File: src/rtl/magnetron_power_ctrl.sv
// Registered cook state machine for the magnetron: press detection, slot-based
// duty cycling of the power level, pause/resume, stop-to-cancel and end beep.
`timescale 1ns/1ps
module magnetron_power_ctrl #(
  parameter int LEVEL_W     = 3,
  parameter int SLOT_CYCLES = 4,
  parameter int BEEP_CYCLES = 16
) (
  input  logic               clk,
  input  logic               resetn,
  input  logic               startn,
  input  logic               stopn,
  input  logic               clearn,
  input  logic               door_closed,
  input  logic               timer_done,
  input  logic [LEVEL_W-1:0] power_level,
  output logic               mag_on,
  output logic               timer_en,
  output logic               timer_clear,
  output logic               beep,
  output logic [1:0]         state
);

  localparam int MAX_LEVEL = (1 << LEVEL_W) - 1;
  localparam int SC_W      = (SLOT_CYCLES > 1) ? $clog2(SLOT_CYCLES) : 1;
  localparam int BC_W      = $clog2(BEEP_CYCLES + 1);

  localparam logic [SC_W-1:0]    SLOT_LAST = SC_W'(SLOT_CYCLES - 1);
  localparam logic [LEVEL_W-1:0] IDX_LAST  = LEVEL_W'(MAX_LEVEL - 1);
  localparam logic [BC_W-1:0]    BEEP_LOAD = BC_W'(BEEP_CYCLES);

  typedef enum logic [1:0] {
    IDLE  = 2'd0,
    COOK  = 2'd1,
    PAUSE = 2'd2,
    DONE  = 2'd3
  } state_t;

  state_t             state_q, state_d;
  logic [LEVEL_W-1:0] level_q, level_d;
  logic [SC_W-1:0]    slot_cnt_q, slot_cnt_d;
  logic [LEVEL_W-1:0] slot_idx_q, slot_idx_d;
  logic [BC_W-1:0]    beep_cnt_q, beep_cnt_d;
  logic               timer_clear_d;
  logic               start_h, stop_h, clear_h;
  logic               start_press, stop_press, clear_press;

  // A press is a high-to-low step of the active-low button between two edges.
  assign start_press = start_h & ~startn;
  assign stop_press  = stop_h  & ~stopn;
  assign clear_press = clear_h & ~clearn;

  always_comb begin
    state_d       = state_q;
    level_d       = level_q;
    slot_cnt_d    = slot_cnt_q;
    slot_idx_d    = slot_idx_q;
    beep_cnt_d    = beep_cnt_q;
    timer_clear_d = 1'b0;
    case (state_q)
      IDLE: begin
        if (clear_press) begin
          timer_clear_d = 1'b1;
        end else if (start_press && door_closed && (power_level != '0) && !timer_done) begin
          state_d    = COOK;
          level_d    = power_level;
          slot_cnt_d = '0;
          slot_idx_d = '0;
        end
      end
      COOK: begin
        if (clear_press) begin
          state_d       = IDLE;
          timer_clear_d = 1'b1;
          slot_cnt_d    = '0;
          slot_idx_d    = '0;
        end else if (timer_done) begin
          state_d    = DONE;
          beep_cnt_d = BEEP_LOAD;
        end else if (!door_closed || stop_press) begin
          state_d = PAUSE;
        end else if (slot_cnt_q == SLOT_LAST) begin
          slot_cnt_d = '0;
          slot_idx_d = (slot_idx_q == IDX_LAST) ? '0 : slot_idx_q + 1'b1;
        end else begin
          slot_cnt_d = slot_cnt_q + 1'b1;
        end
      end
      PAUSE: begin
        // Counters hold here so a resume continues mid-period.
        if (clear_press || stop_press) begin
          state_d       = IDLE;
          timer_clear_d = 1'b1;
          slot_cnt_d    = '0;
          slot_idx_d    = '0;
        end else if (start_press && door_closed) begin
          state_d = COOK;
        end
      end
      DONE: begin
        if (clear_press || stop_press || start_press || !door_closed ||
            (beep_cnt_q <= BC_W'(1))) begin
          state_d       = IDLE;
          timer_clear_d = 1'b1;
          beep_cnt_d    = '0;
          slot_cnt_d    = '0;
          slot_idx_d    = '0;
        end else begin
          beep_cnt_d = beep_cnt_q - 1'b1;
        end
      end
      default: state_d = IDLE;
    endcase
  end

  always_ff @(posedge clk or negedge resetn) begin
    if (!resetn) begin
      state_q     <= IDLE;
      level_q     <= '0;
      slot_cnt_q  <= '0;
      slot_idx_q  <= '0;
      beep_cnt_q  <= '0;
      timer_clear <= 1'b0;
      start_h     <= 1'b1;
      stop_h      <= 1'b1;
      clear_h     <= 1'b1;
    end else begin
      state_q     <= state_d;
      level_q     <= level_d;
      slot_cnt_q  <= slot_cnt_d;
      slot_idx_q  <= slot_idx_d;
      beep_cnt_q  <= beep_cnt_d;
      timer_clear <= timer_clear_d;
      start_h     <= startn;
      stop_h      <= stopn;
      clear_h     <= clearn;
    end
  end

  assign state    = state_q;
  assign mag_on   = (state_q == COOK) && (slot_idx_q < level_q);
  assign timer_en = (state_q == COOK);
  assign beep     = (state_q == DONE) && (beep_cnt_q != '0);

endmodule

File: config.mk
export PLATFORM = sky130hd
export DESIGN_NAME = magnetron_power_ctrl
export DESIGN_NICKNAME = d
export VERILOG_FILES = /design/src/rtl/magnetron_power_ctrl.sv
export SDC_FILE = /design/constraint.sdc
export NUM_CORES = 1
export LEC_CHECK = 0
export ABC_AREA = 0
export CORE_MARGIN = 2
export CORE_UTILIZATION = 29
export DETAILED_ROUTE_END_ITERATION = 10
export PLACE_DENSITY = 0.48
export SYNTH_ARGS = -nofsm -noshare
export SYNTH_HDL_FRONTEND = slang
export SYNTH_SLANG_ARGS = --single-unit
File: constraint.sdc
create_clock -name clk -period 6.3 [get_ports clk]
set_clock_uncertainty 0.05 [all_clocks]
set_input_delay 0.945 -clock clk [delete_from_list [all_inputs] [get_ports clk]]
set_output_delay 0.945 -clock clk [all_outputs]
set_load 0.01 [all_outputs]
==> results_dict.tcl <==
set metrics [dict create \
    status "complete, no violations" \
    grt_pass1_vias 858 \
    chipHeight_um 67.82 \
    gp_congestion 0.7522 \
    crit_type "reg -> out" \
    yosysUniqueCellTypes 41 \
    yosysMostFrequentCell "dfrtp_1" \
    synth_seq_cells 19 \
    worstMarginPinSlew_ns 0.8638 \
    cts_buffer_depth 2 \
    vias_per_cell 4.850 \
    post_cts_buffers 0 \
    dieWidth_um 67.82 \
    num_antenna_cells 0 \
    worstSetupStartpointType "flop" \
    antenna_found_initial 0 \
    wl_per_cell_um 13.94 \
    cts_num_sinks 19 \
    maxCapViolCount 0 \
    min_period_ns 2.938 \
    crit_arrival_ns 1.94 \
    insertion_delay_ns 0.26 \
    synth_commonest_cells "dfrtp_1 (16), nand2_1 (10), nor2_1 (8), o21ai_0 (7), ha_1 (6)" \
    hold_viol_final 0 \
    cp-end-kind "primary output" \
    dieArea_mm2 0.004600 \
    clk_pin_slew_worst_paths_ns 0.08 \
    synth_seq_area_share 0.4057 \
    drc_errors 0 \
    drive_above_1_share 0.2000 \
    ys_async_sr_fraction 1.000 \
    grt_setup_unrepaired "false" \
    power_frac_comb 0.520 \
    p_leak_uw 0.0006095 \
    multi_input_area_um2 678.2 \
    numPortBuffers 15 \
    ir_drop_uv 139.5 \
    grt_usage 0.1240 \
    final-max-slew-violation-count 0 \
    start_util 0.2974 \
    avgSynthCellArea_um2 10.55 \
    pwr_density_cell_mw_per_mm2 434.1 \
    routed_wl_um 2509 \
    vias 873 \
    p_int_uw 379.3 \
    yosysTopAreaCellShare 0.3390 \
    cts-resized-gates 0 \
    fin_crit_sh 0.4664 \
    ioPinCount 16 \
    fin_setup_tns_ns 0 \
    p_sw_frac 0.3912 \
    max_freq_mhz 340.3 \
    worst_hold_slack_ns 0.4622 \
    synth_edf_count 0 \
    fin_nets 147 \
    synthCells 112 \
    drt_pre_antenna_iters 4 \
    cts_root_buf "clkbuf_8" \
    cts_tree "yes" \
    yosysWarnings 0 \
    switchingPower_uw 243.7 \
    grt_max_degree 20 \
    power_frac_clock 0.140 \
    cp_max_fo 6 \
    synth_ff_type "dfrtp_1" \
    numCtsBuffers 3 \
    hold_class "reg -> reg" \
    yosys.area.top_type "dfrtp_1" \
    setup_violations 0 \
    fillers 413 \
    row_count 23 \
    synth.area.top_cells "dfrtp_1 (34%), dfstp_2 (6.7%), ha_1 (6.4%), mux2_4 (5.1%), mux2_2 (3.8%)" \
    worstPathRequired_ns 5.30 \
    postCtsHoldBufs 0 \
    ff_latch_area_um2 479.2 \
    area_growth_pct 21.50 \
    ant_nets 0 \
    synth.net_count 128 \
    syn_area_mm2 0.001181 \
    grt_overflow 0 \
    dpl.hpwl_um 1903 \
    drt_iter0_markers 28 \
    slew_headroom 0.4224 \
    core-area_mm2 0.003971 \
    grt_pass1_wl_um 4222 \
    seq_power_share 0.339 \
    cts_max_level 1 \
]
-- final cells by class --
cell class	count	share of cell area
Tap cell	50	0.04359
Timing Repair Buffer	15	0.1046
Multi-Input combinational cell	87	0.4725
Sequential cell	19	0.3339
Clock buffer	3	0.02877
Inverter	5	0.01308
Clock inverter	1	0.003487
-- placed cells by master, fill, tap and decap left out, types with 2 or more instances in the layout --
cell	netlist	routed
nor2_1	8	8
a21oi_1	4	4
nor3_1	4	4
dfrtp_1	16	16
mux2_2	4	4
a21o_1	4	4
mux2i_1	2	2
ha_1	6	6
mux2_4	4	4
nand2b_1	5	5
inv_1	4	4
clkdlybuf4s50_1	0	15
nand2_1	10	10
o21ai_0	7	7
dfstp_2	3	3
nor2b_1	3	3
a211oi_1	2	2
nor3b_1	2	2
clkbuf_8	0	3
-- critical path: stages, from the launching register on --
cell and delay [ns]:
dfrtp_1 0.45, ha_1 0.29, a21o_1 0.16, a211oi_1 0.22, clkdlybuf4s50_1 0.56
-- metal layers --
layer,GRT usage,up-vias,part of all wire
met2,0.2047,14,0.47
met3,0.03454,2,0.047
met5,0,-,0
met1,0.1609,417,0.47
li1,-,440,-
met4,0.03000,0,0.0060
-- final timing paths --
kind / startpoint / endpoint / slack (ns) / cells after the start
setup / recovery: slot_idx_q[1] / mag_on / 3.36 / 4
setup reg to reg: beep_cnt_q[1] / slot_cnt_q[0] / 4.14 / 7
hold reg to reg: level_q[1] / level_q[1] / 0.46 / 1
min in group asynchronous: resetn / level_q[2] / 1.12 / 1
max in group asynchronous: resetn / beep_cnt_q[2] / 4.54 / 1
hold / removal: level_q[1] / level_q[1] / 0.46 / 1
-- cells by family (layout without fill, tap and decap cells) --
group,count (synthesis),in the layout,share of synthesized area
compound gates,27,27,0.1695
fa+ha+maj,6,6,0.06356
buf+inv,6,24,0.02012
flops,19,19,0.4057
mux,11,11,0.1155
simple gates,43,43,0.2257
-- registers in the layout, indices dropped and copies added, names as in the netlist --
name	cells
slot_idx_q	3
slot_cnt_q	2
level_q	3
stop_h	1
start_h	1
state	2
timer_clear	1
beep_cnt_q	5
clear_h	1
-- power groups by stage --
stage	Sequential (uW)	Clock, uW	Combinational [uW]
after floorplan	201	0	239
after global placement	212	0	325
after detailed placement	213	0	327
after CTS	211	91.4	329
after global routing	219	96.3	360
final	211	87.5	324
-- through the flow --
step	setup WS [ns]	util	std cells	instance area [um^2]	power [uW]
after global placement	3.398	0.3497	176	1389	537.3
after global routing	3.269	0.3614	180	1435	675.2
after CTS	3.347	0.3614	180	1435	631.7
final	3.362	0.3614	180	1435	623.0
after detailed placement	3.391	0.3497	176	1389	540.8
after floorplan	3.973	-	112	1181	440.0
Power figures use the tool's default switching activity.
